--- src/rtl/cmd_pkg.sv ---
// Shared constants, state encoding and checksum helpers for the host command decoder.
package cmd_pkg;

  // Single-byte command opcodes (0x00..CMD_DELAY_MAX are delay settings)
  localparam logic [7:0] CMD_START_INC = 8'hFA;
  localparam logic [7:0] CMD_START     = 8'hF2;
  localparam logic [7:0] CMD_KEY       = 8'hF0;
  localparam logic [7:0] CMD_PT        = 8'hF1;
  localparam logic [7:0] CMD_DELAY_MAX = 8'h1F;

  // Payload length of a key / plaintext frame
  localparam int FRAME_BYTES = 16;
  localparam logic [3:0] LAST_IDX = 4'(FRAME_BYTES - 1);

  // Error codes reported on err_code
  localparam logic [1:0] ERR_OPC = 2'd1;
  localparam logic [1:0] ERR_SUM = 2'd2;
  localparam logic [1:0] ERR_TMO = 2'd3;

  typedef enum logic [1:0] {
    IDLE    = 2'd0,
    PAYLOAD = 2'd1,
    CHKSUM  = 2'd2
  } state_e;

  // Running frame checksum: plain XOR of every payload byte
  function automatic logic [7:0] sum_step(input logic [7:0] sum, input logic [7:0] b);
    return sum ^ b;
  endfunction

  // True for the bytes that set the delay directly
  function automatic logic is_delay_cmd(input logic [7:0] b);
    return (b <= CMD_DELAY_MAX);
  endfunction

endpackage

--- src/rtl/rx_timeout.sv ---
// Idle-gap watchdog: counts enabled cycles since the last clear and flags
// the cycle in which the terminal count is held. A clear in that same
// cycle wins, so a byte arriving just in time is never lost to a timeout.
module rx_timeout #(
  parameter int CYCLES = 1_000_000
) (
  input  logic clk,
  input  logic rst,
  input  logic clr,
  input  logic en,
  output logic expired
);

  localparam int W = (CYCLES > 1) ? $clog2(CYCLES) : 1;
  localparam logic [W-1:0] TERM = W'(CYCLES - 1);

  logic [W-1:0] cnt_q;
  logic [W-1:0] cnt_d;

  // Next count: clear on activity, otherwise count up and saturate at terminal
  always_comb begin
    cnt_d = cnt_q;
    if (clr) begin
      cnt_d = '0;
    end else if (en && (cnt_q != TERM)) begin
      cnt_d = cnt_q + 1'b1;
    end else begin
      cnt_d = cnt_q;
    end
  end

  // Count register with synchronous reset
  always_ff @(posedge clk) begin
    if (rst) begin
      cnt_q <= '0;
    end else begin
      cnt_q <= cnt_d;
    end
  end

  assign expired = en & ~clr & (cnt_q == TERM);

endmodule

--- src/rtl/cmd_frame_rx.sv ---
// Host command decoder: single-byte delay/start commands and XOR-checksummed
// 16-byte frames that load the AES key and plaintext. All outputs registered.
module cmd_frame_rx
  import cmd_pkg::*;
#(
  parameter int         TIMEOUT_CYCLES = 1_000_000,
  parameter logic [4:0] DELAY_RST      = 5'd15
) (
  input  logic         clk,
  input  logic         rst,
  input  logic         rx_dv,
  input  logic [7:0]   rx_byte,
  output logic [127:0] key,
  output logic         key_vld,
  output logic [127:0] pt,
  output logic         pt_vld,
  output logic [4:0]   delay,
  output logic         delay_vld,
  output logic         start,
  output logic         inc,
  output logic         err,
  output logic [1:0]   err_code,
  output logic         busy
);

  state_e         state_q, state_d;
  logic [127:0]   shadow_q, shadow_d;
  logic [7:0]     sum_q, sum_d;
  logic [3:0]     idx_q, idx_d;
  logic           is_key_q, is_key_d;
  logic [127:0]   key_q, key_d;
  logic [127:0]   pt_q, pt_d;
  logic [4:0]     delay_q, delay_d;
  logic           inc_q, inc_d;
  logic [1:0]     err_code_q, err_code_d;
  logic           key_vld_q, key_vld_d;
  logic           pt_vld_q, pt_vld_d;
  logic           delay_vld_q, delay_vld_d;
  logic           start_q, start_d;
  logic           err_q, err_d;
  logic           busy_q, busy_d;

  logic           tmo_clr_s;
  logic           tmo_en_s;
  logic           tmo_expired_s;

  // The watchdog only runs inside a frame; every strobed byte restarts it
  assign tmo_en_s  = (state_q != IDLE);
  assign tmo_clr_s = rx_dv | (state_q == IDLE);

  rx_timeout #(
    .CYCLES (TIMEOUT_CYCLES)
  ) u_rx_timeout (
    .clk     (clk),
    .rst     (rst),
    .clr     (tmo_clr_s),
    .en      (tmo_en_s),
    .expired (tmo_expired_s)
  );

  // Next-state, frame datapath and output pulse decode
  always_comb begin
    state_d     = state_q;
    shadow_d    = shadow_q;
    sum_d       = sum_q;
    idx_d       = idx_q;
    is_key_d    = is_key_q;
    key_d       = key_q;
    pt_d        = pt_q;
    delay_d     = delay_q;
    inc_d       = inc_q;
    err_code_d  = err_code_q;
    key_vld_d   = 1'b0;
    pt_vld_d    = 1'b0;
    delay_vld_d = 1'b0;
    start_d     = 1'b0;
    err_d       = 1'b0;

    case (state_q)
      IDLE: begin
        if (rx_dv) begin
          if (is_delay_cmd(rx_byte)) begin
            delay_d     = rx_byte[4:0];
            delay_vld_d = 1'b1;
          end else if (rx_byte == CMD_START_INC) begin
            start_d = 1'b1;
            inc_d   = 1'b1;
          end else if (rx_byte == CMD_START) begin
            start_d = 1'b1;
            inc_d   = 1'b0;
          end else if ((rx_byte == CMD_KEY) || (rx_byte == CMD_PT)) begin
            state_d  = PAYLOAD;
            is_key_d = (rx_byte == CMD_KEY);
            sum_d    = 8'h00;
            idx_d    = 4'd0;
          end else begin
            err_d      = 1'b1;
            err_code_d = ERR_OPC;
          end
        end else begin
          state_d = IDLE;
        end
      end

      PAYLOAD: begin
        if (rx_dv) begin
          shadow_d = {shadow_q[119:0], rx_byte};
          sum_d    = sum_step(sum_q, rx_byte);
          idx_d    = idx_q + 4'd1;
          if (idx_q == LAST_IDX) begin
            state_d = CHKSUM;
          end else begin
            state_d = PAYLOAD;
          end
        end else if (tmo_expired_s) begin
          err_d      = 1'b1;
          err_code_d = ERR_TMO;
          state_d    = IDLE;
        end else begin
          state_d = PAYLOAD;
        end
      end

      CHKSUM: begin
        if (rx_dv) begin
          state_d = IDLE;
          if (rx_byte == sum_q) begin
            if (is_key_q) begin
              key_d     = shadow_q;
              key_vld_d = 1'b1;
            end else begin
              pt_d     = shadow_q;
              pt_vld_d = 1'b1;
            end
          end else begin
            err_d      = 1'b1;
            err_code_d = ERR_SUM;
          end
        end else if (tmo_expired_s) begin
          err_d      = 1'b1;
          err_code_d = ERR_TMO;
          state_d    = IDLE;
        end else begin
          state_d = CHKSUM;
        end
      end

      default: begin
        state_d = IDLE;
      end
    endcase

    busy_d = (state_d != IDLE);
  end

  // State, datapath and output registers with synchronous reset
  always_ff @(posedge clk) begin
    if (rst) begin
      state_q     <= IDLE;
      shadow_q    <= 128'h0;
      sum_q       <= 8'h00;
      idx_q       <= 4'd0;
      is_key_q    <= 1'b0;
      key_q       <= 128'h0;
      pt_q        <= 128'h0;
      delay_q     <= DELAY_RST;
      inc_q       <= 1'b0;
      err_code_q  <= 2'd0;
      key_vld_q   <= 1'b0;
      pt_vld_q    <= 1'b0;
      delay_vld_q <= 1'b0;
      start_q     <= 1'b0;
      err_q       <= 1'b0;
      busy_q      <= 1'b0;
    end else begin
      state_q     <= state_d;
      shadow_q    <= shadow_d;
      sum_q       <= sum_d;
      idx_q       <= idx_d;
      is_key_q    <= is_key_d;
      key_q       <= key_d;
      pt_q        <= pt_d;
      delay_q     <= delay_d;
      inc_q       <= inc_d;
      err_code_q  <= err_code_d;
      key_vld_q   <= key_vld_d;
      pt_vld_q    <= pt_vld_d;
      delay_vld_q <= delay_vld_d;
      start_q     <= start_d;
      err_q       <= err_d;
      busy_q      <= busy_d;
    end
  end

  assign key       = key_q;
  assign key_vld   = key_vld_q;
  assign pt        = pt_q;
  assign pt_vld    = pt_vld_q;
  assign delay     = delay_q;
  assign delay_vld = delay_vld_q;
  assign start     = start_q;
  assign inc       = inc_q;
  assign err       = err_q;
  assign err_code  = err_code_q;
  assign busy      = busy_q;

endmodule

--- config.mk ---
export PLATFORM = sky130hd
export DESIGN_NAME = cmd_frame_rx
export DESIGN_NICKNAME = d
export VERILOG_FILES = /design/src/rtl/cmd_pkg.sv /design/src/rtl/rx_timeout.sv /design/src/rtl/cmd_frame_rx.sv
export SDC_FILE = /design/constraint.sdc
export NUM_CORES = 1
export LEC_CHECK = 0
export ABC_AREA = 0
export CAP_MARGIN = 20
export CORE_UTILIZATION = 34
export DETAILED_ROUTE_END_ITERATION = 10
export PLACE_DENSITY = 0.53
export SYNTH_ARGS = -nofsm -noshare
export SYNTH_HDL_FRONTEND = slang
export SYNTH_SLANG_ARGS = --single-unit
--- constraint.sdc ---
create_clock -name clk -period 3.77 [get_ports clk]
set_input_delay 0.754 -clock clk [delete_from_list [all_inputs] [get_ports clk]]
set_output_delay 0.754 -clock clk [all_outputs]
set_load 0.005 [all_outputs]
==> summary.md <==
| Metric | Value |
|---|---|
| Worst Hold Launch | `pt[110]$_SDFFE_PP0P_` |
| Worst-path fanout max | `83` |
| Average cell area after synthesis | `8.66 um2` |
| Placer Congestion | `0.788` |
| PwrDens | `441 mW/mm2` |
| Post-route setup slack | `1.08 ns` |
| Syn Inst Count | `1973` |
| Cts repair resizes | `0` |
| DR top layer | `met4` |
| Top cell type by total area after synthesis | `dfxtp_1` |
| CTS Buffer Depth | `3` |
| Worst-Skew Late Latency | `0.57 ns` |
| Layout fillers | `4909` |
| Status | `complete, no violations` |
| Hpwl dp | `31.4 mm` |
| Setup crit end kind | `flop` |
| YS warnings | `0` |
| Multi-input logic area | `0.00711 mm2` |
| Post-CTS Hold Fix Bufs | `0` |
| GRT overflow | `0` |
| Max-cap viol count | `0` |
| Metal-1 WL | `22.8 mm` |
| Die area | `0.0511 mm2` |
| Initial antenna violation count | `0` |
| Drt first pass iters | `5` |
| GRT Total Usage | `19.1%` |
| I/O pins | `281` |
| Root Buffer | `clkbuf_16` |
| Most common cell after layout, fill and taps aside | `nand2_1` |
| Routed wire length | `49.7 mm` |
| Setup violators final | `0` |
| Hold Crit Endpoint | `pt[110]$_SDFFE_PP0P_` |
| Synth area leaders | `dfxtp_1 51%, nand2_1 17%, a21oi_2 10%` |
| R2R setup slack | `1.25 ns` |
| Antenna cell count | `0` |
| Post-synth EDFFs | `0` |
| Post-Place Setup Slack | `0.508 ns` |
| Reg2Reg Depth | `6` |
| Register bit total from synthesis | `433` |
| Detailed Route Iter0 Violations | `978` |
| Post-layout min period | `2.69 ns` |
| Final Cycle Share | `71.3%` |
| Tightest Hold Check Type | `flop to flop` |
| RSZ-0062 raised after global routing | `false` |
| Post-Syn Nets | `1991` |
| Most frequent cells in the layout | `783 x nand2_1, 433 x dfxtp_1, 279 x clkdlybuf4s50_1, 200 x a21oi_1, 200 x a21oi_2` |
| Final nets | `2199` |
| Final Skew | `0.0133 ns` |
| Crit start category | `primary input` |
| Post-route ant nets | `0` |
| First-pass GRT wire length | `77.2 mm` |
| Clock Pin Slew Worst Setup and Hold Paths | `0.06 ns` |
| CP Data Required Time | `4.25 ns` |
| Largest net degree at the start of global routing | `172` |
| Slew @ Worst Pin | `0.923 ns` |
| Reg-to-Reg End | `sum_q[0]$_SDFFE_PP0P_` |
| Top FF cell, synth | `dfxtp_1` |
| Yosys cell types | `60` |
| Hold path depth | `2` |
| Routed wl met3 | `2.53 mm` |
| Layout area overhead | `25.0%` |
| Reg2reg start | `state_q[1]$_SDFF_PP0_` |
| Max-slew violation count | `0` |
| Vias in the first global route | `13500` |
| Clk sinks | `433` |
| Mapped cell area | `0.0171 mm2` |
| Layout cells sized above 1 | `14.2%` |
| Setup total negative slack | `0 ns` |
| Register area | `0.00867 mm2` |
| Ys async rst share | `0%` |
| Peak VDD IR | `0.000264 V` |
| DR WL/cell | `17.2 um` |
| Die span in y | `226 um` |
| Starting Density | `34.7%` |
| Post-CTS setup buffer count | `0` |
| Num rows | `81` |
| WHS | `0.454 ns` |
| Via density per instance | `4.80` |
| Vias | `13800` |
| Max frequency | `372 MHz` |
| IO Port Bufs | `280` |
| DRC Markers | `0` |
| Pleak | `6.57 nW` |
| Num CTS Buffers | `48` |
| Max_slew headroom | `38.5%` |
| Setup CP Type | `primary input to flop` |
| TritonCTS clock tree | `yes` |
| H-tree Lvls | `2` |
| WP data arrival | `3.17 ns` |
| Yosys top cell area share | `50.7%` |
| Tot Pwr | `9.42 mW` |
| Register area share after synthesis | `50.7%` |
| Final hold vios | `0` |
| Die X | `226 um` |
| Met2 routed WL | `23.6 mm` |
| Area of the core | `0.0493 mm2` |
worst max-delay path, stage by stage:
cell and delay (ns):
clkdlybuf4s50_1 0.50, xor2_1 0.19, or4_4 0.60, nor4_4 0.38, buf_12 0.44, nand2_1 0.13, a21oi_1 0.15
flip-flops by register name, summed over array words and instances (netlist names), 4 cells and up:
signal and count:
delay 5, idx_q 4, key 128, pt 128, shadow_q 128, sum_q 8, u_rx_timeout.cnt_q 20
cell usage after synthesis (3+ instances only):
| cell | count |
|---|---|
| nand2b_1 | 11 |
| nand3_1 | 7 |
| clkbuf_1 | 64 |
| o21ai_0 | 7 |
| buf_4 | 5 |
| nor2b_1 | 10 |
| and3_1 | 4 |
| o32ai_1 | 7 |
| xnor2_1 | 10 |
| a211oi_1 | 6 |
| mux2i_1 | 5 |
| buf_2 | 4 |
| ha_1 | 7 |
| or3_1 | 4 |
| and2_1 | 3 |
| dfxtp_1 | 433 |
| o211ai_1 | 4 |
| buf_6 | 27 |
| dlygate4sd3_1 | 12 |
| inv_1 | 17 |
| nand4_1 | 12 |
| a21oi_2 | 200 |
| a211o_1 | 4 |
| a21oi_1 | 200 |
| xor2_1 | 12 |
| nor4_1 | 5 |
| nor3_1 | 4 |
| nor2_1 | 31 |
| dlygate4sd1_1 | 10 |
| a31o_2 | 3 |
| nand2_1 | 784 |
| buf_12 | 22 |
| or4_1 | 3 |
per-stage QoR:
step,area [um2],std cells,utilization (%)
final,21300,2881,43.3
after global routing,21300,2881,43.3
after CTS,21300,2881,43.3
after detailed placement,19800,2795,40.1
after global placement,19800,2795,40.1
after floorplan,17100,1973,-
per-layer routing:
layer	up-vias	global-route usage (%)
li1	6859	-
met1	6604	25.4
met2	316	31.8
met3	55	3.50
met4	0	4.82
met5	-	0
layout make-up:
cell class	count	share of cell area [%]
sequential	433	40.6
multi-input combinational	1378	33.3
timing repair buffer	303	14.5
clock buffer	72	6.80
tap	664	3.89
clock inverter	14	0.574
inverter	17	0.299
worst max path at each step:
stage          startpoint                     to  slack [ns]  cells past startpoint
2_1_floorplan  rx_byte[3]    pt[12]$_SDFFE_PP0P_        1.33                      8
3_3_place_gp   rx_byte[5]  key[126]$_SDFFE_PP0P_        0.59                      7
3_5_place_dp   rx_byte[5]  key[125]$_SDFFE_PP0P_        0.51                      7
4_1_cts        rx_byte[5]  key[125]$_SDFFE_PP0P_        1.10                      7
5_1_grt        rx_byte[5]  key[125]$_SDFFE_PP0P_        0.95                      7
6_report       rx_byte[5]  key[125]$_SDFFE_PP0P_        1.08                      7
cells by family (layout without fill, tap and decap cells):
| group | Yosys count | count (layout) | share of synthesized area, % |
|---|---|---|---|
| buf+inv | 162 | 406 | 7.71 |
| compound gates | 450 | 450 | 18.4 |
| xor+xnor | 23 | 23 | 1.22 |
| mux | 5 | 5 | 0.293 |
| simple gates | 893 | 893 | 21.1 |
| flops | 433 | 433 | 50.7 |
| fa+ha+maj | 7 | 7 | 0.513 |
report_power, final:
| part | leakage [nW] | internal (mW) | switching (mW) |
|---|---|---|---|
| combinational | 2.30 | 0.0412 | 0.129 |
| clock | 0.787 | 2.78 | 1.88 |
| sequential | 3.49 | 4.58 | 0.00318 |
| total | 6.57 | 7.41 | 2.01 |
Note: power is estimated with default switching activity, not from simulation.
